### config.mk
export PLATFORM = sky130hd
export DESIGN_NAME = bp_stream_to_lite
export DESIGN_NICKNAME = d
export VERILOG_FILES = /design/src/rtl/bp_stream_to_lite_pkg.sv /design/src/rtl/bp_stream_to_lite_chk.sv /design/src/rtl/bp_stream_to_lite_slot_demux.sv /design/src/rtl/bp_stream_to_lite.sv
export SDC_FILE = /design/constraint.sdc
export NUM_CORES = 1
export LEC_CHECK = 0
export CAP_MARGIN = 20
export CORE_AREA = 2 2 275 277
export CTS_BUF_LIST = sky130_fd_sc_hd__clkbuf_8
export DETAILED_ROUTE_END_ITERATION = 8
export DIE_AREA = 0 0 277 279
export GPL_ROUTABILITY_DRIVEN = 0
export SETUP_SLACK_MARGIN = 0.4
export SLEW_MARGIN = 5
export SYNTH_ARGS = -nofsm -noshare
export SYNTH_HDL_FRONTEND = slang
export SYNTH_SLANG_ARGS = --single-unit
### constraint.sdc
create_clock -name clk_i -period 2.85 [get_ports clk_i]
set_clock_uncertainty 0.1 [all_clocks]
set_input_delay 0.4275 -clock clk_i [delete_from_list [all_inputs] [get_ports clk_i]]
set_output_delay 0.4275 -clock clk_i [all_outputs]
set_load 0.02 [all_outputs]
### src/rtl/bp_stream_to_lite_pkg.sv
// Shared BedRock field widths, message encodings and helpers for the
// stream-to-lite gatherer.
package bp_stream_to_lite_pkg;

  localparam int unsigned msg_type_width_gp = 4;
  localparam int unsigned subop_width_gp    = 4;
  localparam int unsigned msg_size_width_gp = 3;

  typedef enum logic [3:0] {
    e_bedrock_mem_rd    = 4'd0,
    e_bedrock_mem_wr    = 4'd1,
    e_bedrock_mem_uc_rd = 4'd2,
    e_bedrock_mem_uc_wr = 4'd3,
    e_bedrock_mem_pre   = 4'd4,
    e_bedrock_mem_amo   = 4'd5
  } bp_bedrock_mem_type_e;

  typedef enum logic [2:0] {
    e_bedrock_msg_size_1   = 3'd0,
    e_bedrock_msg_size_2   = 3'd1,
    e_bedrock_msg_size_4   = 3'd2,
    e_bedrock_msg_size_8   = 3'd3,
    e_bedrock_msg_size_16  = 3'd4,
    e_bedrock_msg_size_32  = 3'd5,
    e_bedrock_msg_size_64  = 3'd6,
    e_bedrock_msg_size_128 = 3'd7
  } bp_bedrock_msg_size_e;

  // Index width that never collapses to zero bits for a single element.
  function automatic int unsigned safe_clog2(input int unsigned x);
    return (x <= 32'd1) ? 32'd1 : $clog2(x);
  endfunction

endpackage

### src/rtl/bp_stream_to_lite_chk.sv
// Simulation checker for the incoming stream protocol: last-beat position,
// header consistency across beats and width legality.
module bp_stream_to_lite_chk
  import bp_stream_to_lite_pkg::*;
#(
  parameter int unsigned paddr_width_p    = 40,
  parameter int unsigned payload_width_p  = 16,
  parameter int unsigned in_data_width_p  = 64,
  parameter int unsigned out_data_width_p = 512,
  parameter logic [15:0] payload_mask_p   = 16'h0000,
  localparam int unsigned hdr_width_lp = msg_type_width_gp + subop_width_gp
                                       + paddr_width_p + msg_size_width_gp + payload_width_p
) (
  input logic                    clk_i,
  input logic                    reset_i,
  input logic [hdr_width_lp-1:0] in_msg_header_i,
  input logic                    in_msg_v_i,
  input logic                    in_msg_ready_and_i,
  input logic                    in_msg_last_i
);

  localparam int unsigned addr_lsb_lp = msg_type_width_gp + subop_width_gp;
  localparam int unsigned size_lsb_lp = addr_lsb_lp + paddr_width_p;
  localparam int unsigned in_bytes_lp = in_data_width_p / 8;
  localparam logic [hdr_width_lp-1:0] addr_mask_lp =
    {{(hdr_width_lp-size_lsb_lp){1'b0}}, {paddr_width_p{1'b1}}, {addr_lsb_lp{1'b0}}};

  logic [31:0]             beat_q, beat_d;
  logic [hdr_width_lp-1:0] first_hdr_q, first_hdr_d;
  logic                    fire_s;
  logic [3:0]              msg_type_s;
  logic [2:0]              size_s;
  logic [31:0]             exp_beats_s;

  assign fire_s     = in_msg_v_i & in_msg_ready_and_i;
  assign msg_type_s = in_msg_header_i[3:0];
  assign size_s     = in_msg_header_i[size_lsb_lp +: msg_size_width_gp];

  // Legal beat count of the message whose header is on the input.
  always_comb begin
    if (!payload_mask_p[msg_type_s]) begin
      exp_beats_s = 32'd1;
    end else if (((32'd1 << size_s) / in_bytes_lp) == 32'd0) begin
      exp_beats_s = 32'd1;
    end else begin
      exp_beats_s = (32'd1 << size_s) / in_bytes_lp;
    end
  end

  // Beat index and first-header tracking.
  always_comb begin
    beat_d      = beat_q;
    first_hdr_d = first_hdr_q;
    if (fire_s) begin
      beat_d = in_msg_last_i ? 32'd0 : (beat_q + 32'd1);
      if (beat_q == 32'd0) begin
        first_hdr_d = in_msg_header_i;
      end else begin
        first_hdr_d = first_hdr_q;
      end
    end else begin
      beat_d = beat_q;
    end
  end

  // Tracking registers.
  always_ff @(posedge clk_i or posedge reset_i) begin
    if (reset_i) begin
      beat_q      <= 32'd0;
      first_hdr_q <= '0;
    end else begin
      beat_q      <= beat_d;
      first_hdr_q <= first_hdr_d;
    end
  end

  // Protocol assertions.
  always_ff @(posedge clk_i) begin
    if (!reset_i) begin
      assert ((in_data_width_p <= out_data_width_p) && ((out_data_width_p % in_data_width_p) == 0));
      if (fire_s) begin
        assert (in_msg_last_i == ((beat_q + 32'd1) == exp_beats_s));
        if (beat_q != 32'd0) begin
          assert (((in_msg_header_i ^ first_hdr_q) & ~addr_mask_lp) == '0);
        end
      end
    end
  end

endmodule

### src/rtl/bp_stream_to_lite_slot_demux.sv
// One-hot write-enable decoder for the data slots of the wide Lite word;
// replication opens every slot at once.
module bp_stream_to_lite_slot_demux #(
  parameter int unsigned els_p    = 8,
  parameter int unsigned lg_els_p = 3
) (
  input  logic                v_i,
  input  logic                replicate_i,
  input  logic [lg_els_p-1:0] slot_i,
  output logic [els_p-1:0]    en_o
);

  // Per-slot enable decode.
  always_comb begin
    en_o = '0;
    for (int i = 0; i < els_p; i++) begin
      if (v_i && (replicate_i || (slot_i == lg_els_p'(i)))) begin
        en_o[i] = 1'b1;
      end else begin
        en_o[i] = 1'b0;
      end
    end
  end

endmodule

### src/rtl/bp_stream_to_lite.sv
// Gathers a multi-beat BedRock Stream message into one wide BedRock Lite
// message, placing beats by critical-word address with wrap-around.
module bp_stream_to_lite
  import bp_stream_to_lite_pkg::*;
#(
  parameter int unsigned paddr_width_p    = 40,
  parameter int unsigned payload_width_p  = 16,
  parameter int unsigned in_data_width_p  = 64,
  parameter int unsigned out_data_width_p = 512,
  parameter logic [15:0] payload_mask_p   = 16'h0000,
  localparam int unsigned in_msg_header_width_lp = msg_type_width_gp + subop_width_gp
                                                 + paddr_width_p + msg_size_width_gp + payload_width_p,
  localparam int unsigned out_msg_width_lp = in_msg_header_width_lp + out_data_width_p
) (
  input  logic                              clk_i,
  input  logic                              reset_i,
  input  logic [in_msg_header_width_lp-1:0] in_msg_header_i,
  input  logic [in_data_width_p-1:0]        in_msg_data_i,
  input  logic                              in_msg_v_i,
  output logic                              in_msg_ready_and_o,
  input  logic                              in_msg_last_i,
  output logic [out_msg_width_lp-1:0]       out_msg_o,
  output logic                              out_msg_v_o,
  input  logic                              out_msg_ready_and_i
);

  localparam int unsigned beats_lp      = out_data_width_p / in_data_width_p;
  localparam int unsigned offset_lp     = $clog2(in_data_width_p / 8);
  localparam int unsigned slot_width_lp = safe_clog2(beats_lp);
  localparam int unsigned addr_lsb_lp   = msg_type_width_gp + subop_width_gp;
  localparam int unsigned size_lsb_lp   = addr_lsb_lp + paddr_width_p;

  typedef enum logic {
    e_gather = 1'b0,
    e_send   = 1'b1
  } state_e;

  state_e                            state_q, state_d;
  logic [slot_width_lp-1:0]          cnt_q, cnt_d;
  logic [slot_width_lp-1:0]          first_slot_q, first_slot_d;
  logic [in_msg_header_width_lp-1:0] header_q, header_d;
  logic [out_data_width_p-1:0]       data_q, data_d;

  logic                     in_fire_s;
  logic                     out_fire_s;
  logic                     first_beat_s;
  logic [3:0]               msg_type_s;
  logic [2:0]               size_s;
  logic                     has_data_s;
  logic                     replicate_s;
  logic [slot_width_lp-1:0] first_slot_s;
  logic [slot_width_lp-1:0] slot_s;
  logic [beats_lp-1:0]      slot_en_s;

  assign in_msg_ready_and_o = (state_q == e_gather);
  assign out_msg_v_o        = (state_q == e_send);
  assign out_msg_o          = {header_q, data_q};

  assign in_fire_s    = in_msg_v_i & in_msg_ready_and_o;
  assign out_fire_s   = out_msg_v_o & out_msg_ready_and_i;
  assign first_beat_s = (cnt_q == '0);

  // Non-first beats repeat the first header apart from addr, so the live
  // header is good enough for type and size decisions.
  assign msg_type_s  = in_msg_header_i[3:0];
  assign size_s      = in_msg_header_i[size_lsb_lp +: msg_size_width_gp];
  assign has_data_s  = payload_mask_p[msg_type_s];
  assign replicate_s = has_data_s && (32'(size_s) <= offset_lp);

  assign first_slot_s = first_beat_s ? in_msg_header_i[addr_lsb_lp + offset_lp +: slot_width_lp]
                                     : first_slot_q;
  assign slot_s = (beats_lp == 1) ? {slot_width_lp{1'b0}} : (first_slot_s + cnt_q);

  bp_stream_to_lite_slot_demux #(
    .els_p    (beats_lp),
    .lg_els_p (slot_width_lp)
  ) slot_demux (
    .v_i         (in_fire_s & has_data_s),
    .replicate_i (replicate_s),
    .slot_i      (slot_s),
    .en_o        (slot_en_s)
  );

  // Gather/send sequencing, beat counter and first-beat capture.
  always_comb begin
    state_d      = state_q;
    cnt_d        = cnt_q;
    header_d     = header_q;
    first_slot_d = first_slot_q;
    case (state_q)
      e_gather: begin
        if (in_fire_s) begin
          if (first_beat_s) begin
            header_d     = in_msg_header_i;
            first_slot_d = first_slot_s;
          end else begin
            header_d     = header_q;
            first_slot_d = first_slot_q;
          end
          if (in_msg_last_i) begin
            cnt_d   = {slot_width_lp{1'b0}};
            state_d = e_send;
          end else begin
            cnt_d   = cnt_q + slot_width_lp'(1'b1);
            state_d = e_gather;
          end
        end else begin
          state_d = e_gather;
        end
      end
      e_send: begin
        if (out_fire_s) begin
          state_d = e_gather;
        end else begin
          state_d = e_send;
        end
      end
      default: begin
        state_d = e_gather;
      end
    endcase
  end

  // Slot writes; the first beat also clears stale slots so no-data
  // messages present zero and nothing leaks from an earlier message.
  always_comb begin
    data_d = data_q;
    for (int i = 0; i < beats_lp; i++) begin
      if (slot_en_s[i]) begin
        data_d[i*in_data_width_p +: in_data_width_p] = in_msg_data_i;
      end else if (in_fire_s && first_beat_s) begin
        data_d[i*in_data_width_p +: in_data_width_p] = '0;
      end else begin
        data_d[i*in_data_width_p +: in_data_width_p] = data_q[i*in_data_width_p +: in_data_width_p];
      end
    end
  end

  // State and datapath registers.
  always_ff @(posedge clk_i or posedge reset_i) begin
    if (reset_i) begin
      state_q      <= e_gather;
      cnt_q        <= {slot_width_lp{1'b0}};
      first_slot_q <= {slot_width_lp{1'b0}};
      header_q     <= '0;
      data_q       <= '0;
    end else begin
      state_q      <= state_d;
      cnt_q        <= cnt_d;
      first_slot_q <= first_slot_d;
      header_q     <= header_d;
      data_q       <= data_d;
    end
  end

  bp_stream_to_lite_chk #(
    .paddr_width_p    (paddr_width_p),
    .payload_width_p  (payload_width_p),
    .in_data_width_p  (in_data_width_p),
    .out_data_width_p (out_data_width_p),
    .payload_mask_p   (payload_mask_p)
  ) chk (
    .clk_i              (clk_i),
    .reset_i            (reset_i),
    .in_msg_header_i    (in_msg_header_i),
    .in_msg_v_i         (in_msg_v_i),
    .in_msg_ready_and_i (in_msg_ready_and_o),
    .in_msg_last_i      (in_msg_last_i)
  );

endmodule

==> metrics <==
Fillers=8584; Yosys cell types=19; Avg Cell Area, Syn=9.69 sq um; RSZ-0062 raised after global routing=false; Max clock buf depth=2; first-pass GRT wire length=14500 um; CP Max Fanout=2; Final #Nets=961; CP endpoint kind=output pin; Initial Util=8.86%; Die Y=279 um; clock-pin slew on the worst setup and hold paths=0.10 ns; share of cells above drive strength 1=7.13%; routed length per instance=6.65 um; Comb power frac=53.4%; sw frac=43.9%; drt total wl=12000 um; vias per inst=1.79; total of max-cap violations=0; Buffers on Ports=140; 1st-iter DRT viols=35; cell-internal power=3.14 mW; sequential share of the synthesized area=27.1%; Place WS=0.510 ns; slowest stage delay, CP=0.82 ns; vias in the first global route=2367; FP Rows=100; pin count of the biggest net entering global routing=68; IO Count=717; Clock power frac=15.5%; Slew headroom=64.5%; actual slew at the worst max-slew pin=0.531 ns; Cell Count, Final, Fillers Out=1797; Peak Freq=479 MHz; ANT nets after route=0; leakage power=3.49 nW; number of CTS-inserted buffers=9; clk root buf=clkbuf_8; DIE WIDTH=277 um; Final Max Tran Viols=0; WP buf/inv=1; post-cts resize count=0; worst ir drop on vdd=0.344 mV; CP required=2.32 ns; Setup violations, final=0; placed insts=1781; H-Tree Depth=3; Crit Path Category=reg2out; sw power=2.46 mW; global route total overflow=0; Vias=3225; Worst path slowest cell=clkdlybuf4s50_1; Post-Syn Area=6560 sq um; insertion delay to the later sink of the worst-skew pair=0.38 ns; GR Util All Layers=2.66%; setup_tns=0 ns; Post CTS Setup Buffer Count=0; drt drc=0; Critical Path AT=1.56 ns; Final period util=73.3%; Cells after Synth=677; n_diodes=0; die footprint=77300 sq um; antenna violations before repair=0; TritonRoute pass-1 iters=2; Overall Power=5.60 mW; setup ws final=0.762 ns; endpoints failing hold=0; core box area=74100 sq um; warnings from Yosys=0; pwr dens=752 nW/um^2; Layout area overhead=13.4%; clock sink total=71; Hold Path Class=in2async; CTS tree=done; crit start category=flop; Final HPWL DP=9910 um; crit path time final=2.09 ns; hold_buf cts=0; Cell Chain, Critical Path=clkdlybuf4s50_1; Layout Utilization=10.0%; sequential share of power=31.1%; outcome=completed; register bit total from synthesis=71; Largest delay share family, worst path=buffers and inverters
-- final timing paths --
path / end / slack, ns / startpoint / depth (start not counted)
min in group clk_i: header_q[42] / 0.39 / header_q[42] / 1
worst min register to register: header_q[42] / 0.39 / header_q[42] / 1
max in group asynchronous: cnt_q[2] / 1.80 / reset_i / 3
worst max register to register: header_q[47] / 0.95 / cnt_q[0] / 5
worst min-delay path: header_q[3] / 0.24 / reset_i / 2
worst max-delay path: out_msg_o[531] / 0.76 / header_q[19] / 1
-- metrics by stage --
| step | hold slack (ns) | area, sq um |
|---|---|---|
| final | 0.238 | 7440 |
| after global routing | 0.225 | 7440 |
| after CTS | 0.186 | 7440 |
| after detailed placement | 0.376 | 7250 |
| after global placement | 0.366 | 7250 |
| after floorplan | 0.373 | 8480 |
-- metal layers --
| layer | global-route usage [%] | vias to the layer above | share of wire [%] |
|---|---|---|---|
| met1 | 2.66 | 1467 | 33 |
| li1 | - | 1379 | - |
| met4 | 1.42 | 0 | 1.8 |
| met2 | 4.23 | 369 | 49 |
| met5 | 0 | - | 0 |
| met3 | 1.72 | 10 | 16 |
-- sequential cells by signal (all words and copies together) (netlist names) --
name,cells
header_q,67
cnt_q,3
out_msg_v_o,1
-- cells by family (layout without fill, tap and decap cells) --
family | Yosys count | in the layout | share of synthesized area, %
AOI/OAI and AO/OA | 4 | 4 | 0.343
adders and majority gates | 2 | 2 | 0.381
buffers and inverters | 523 | 163 | 59.7
DFF | 71 | 71 | 27.1
muxes | 67 | 67 | 11.5
other | 1 | 512 | 0.0572
and+or+nand+nor | 9 | 9 | 0.972
-- cell usage in the layout (no fill, tap or decap), drive strengths merged --
cell / count
nand2: 2
clkinvlp: 2
mux2: 67
a21o: 1
bufinv: 1
nand3: 1
clkinv: 2
inv: 6
clkdlybuf4s50: 140
buf: 3
nand2b: 2
nor3b: 1
clkbuf: 9
ha: 2
conb: 512
o21ai: 3
nor3: 1
dfrtp: 71
or4b: 1
nor2: 1
-- final cells by class --
class	instances	area [sq um]	area share, %
Sequential cell	71	1780	23.9
Clock inverter	7	71.3	0.958
Clock buffer	9	124	1.66
Tap cell	969	1210	16.3
Inverter	4	16.3	0.219
Multi-Input combinational cell	594	2790	37.5
Timing Repair Buffer	143	1450	19.5
-- Yosys cell counts, drive strengths merged --
cell / number / area [sq um]
a21o: 1 / 7.51
buf: 519 / 3900
conb: 1 / 3.75
dfrtp: 71 / 1780
ha: 2 / 25.0
inv: 4 / 15.0
mux2: 67 / 754
nand2: 2 / 7.51
nand2b: 2 / 20.0
nand3: 1 / 5.00
nor2: 1 / 3.75
nor3: 1 / 5.00
nor3b: 1 / 12.5
o21ai: 3 / 15.0
or4b: 1 / 10.0
-- power groups by stage --
stage / combinational, mW / sequential [mW] / clock [mW]
3_5_place_dp: 3.02 / 1.76 / 0
4_1_cts: 3.03 / 1.75 / 0.955
3_3_place_gp: 3.02 / 1.74 / 0
5_1_grt: 3.17 / 1.81 / 0.988
6_report: 2.99 / 1.74 / 0.870
2_1_floorplan: 1.65 / 2.33 / 0
Note: power is estimated with default switching activity, not from simulation.
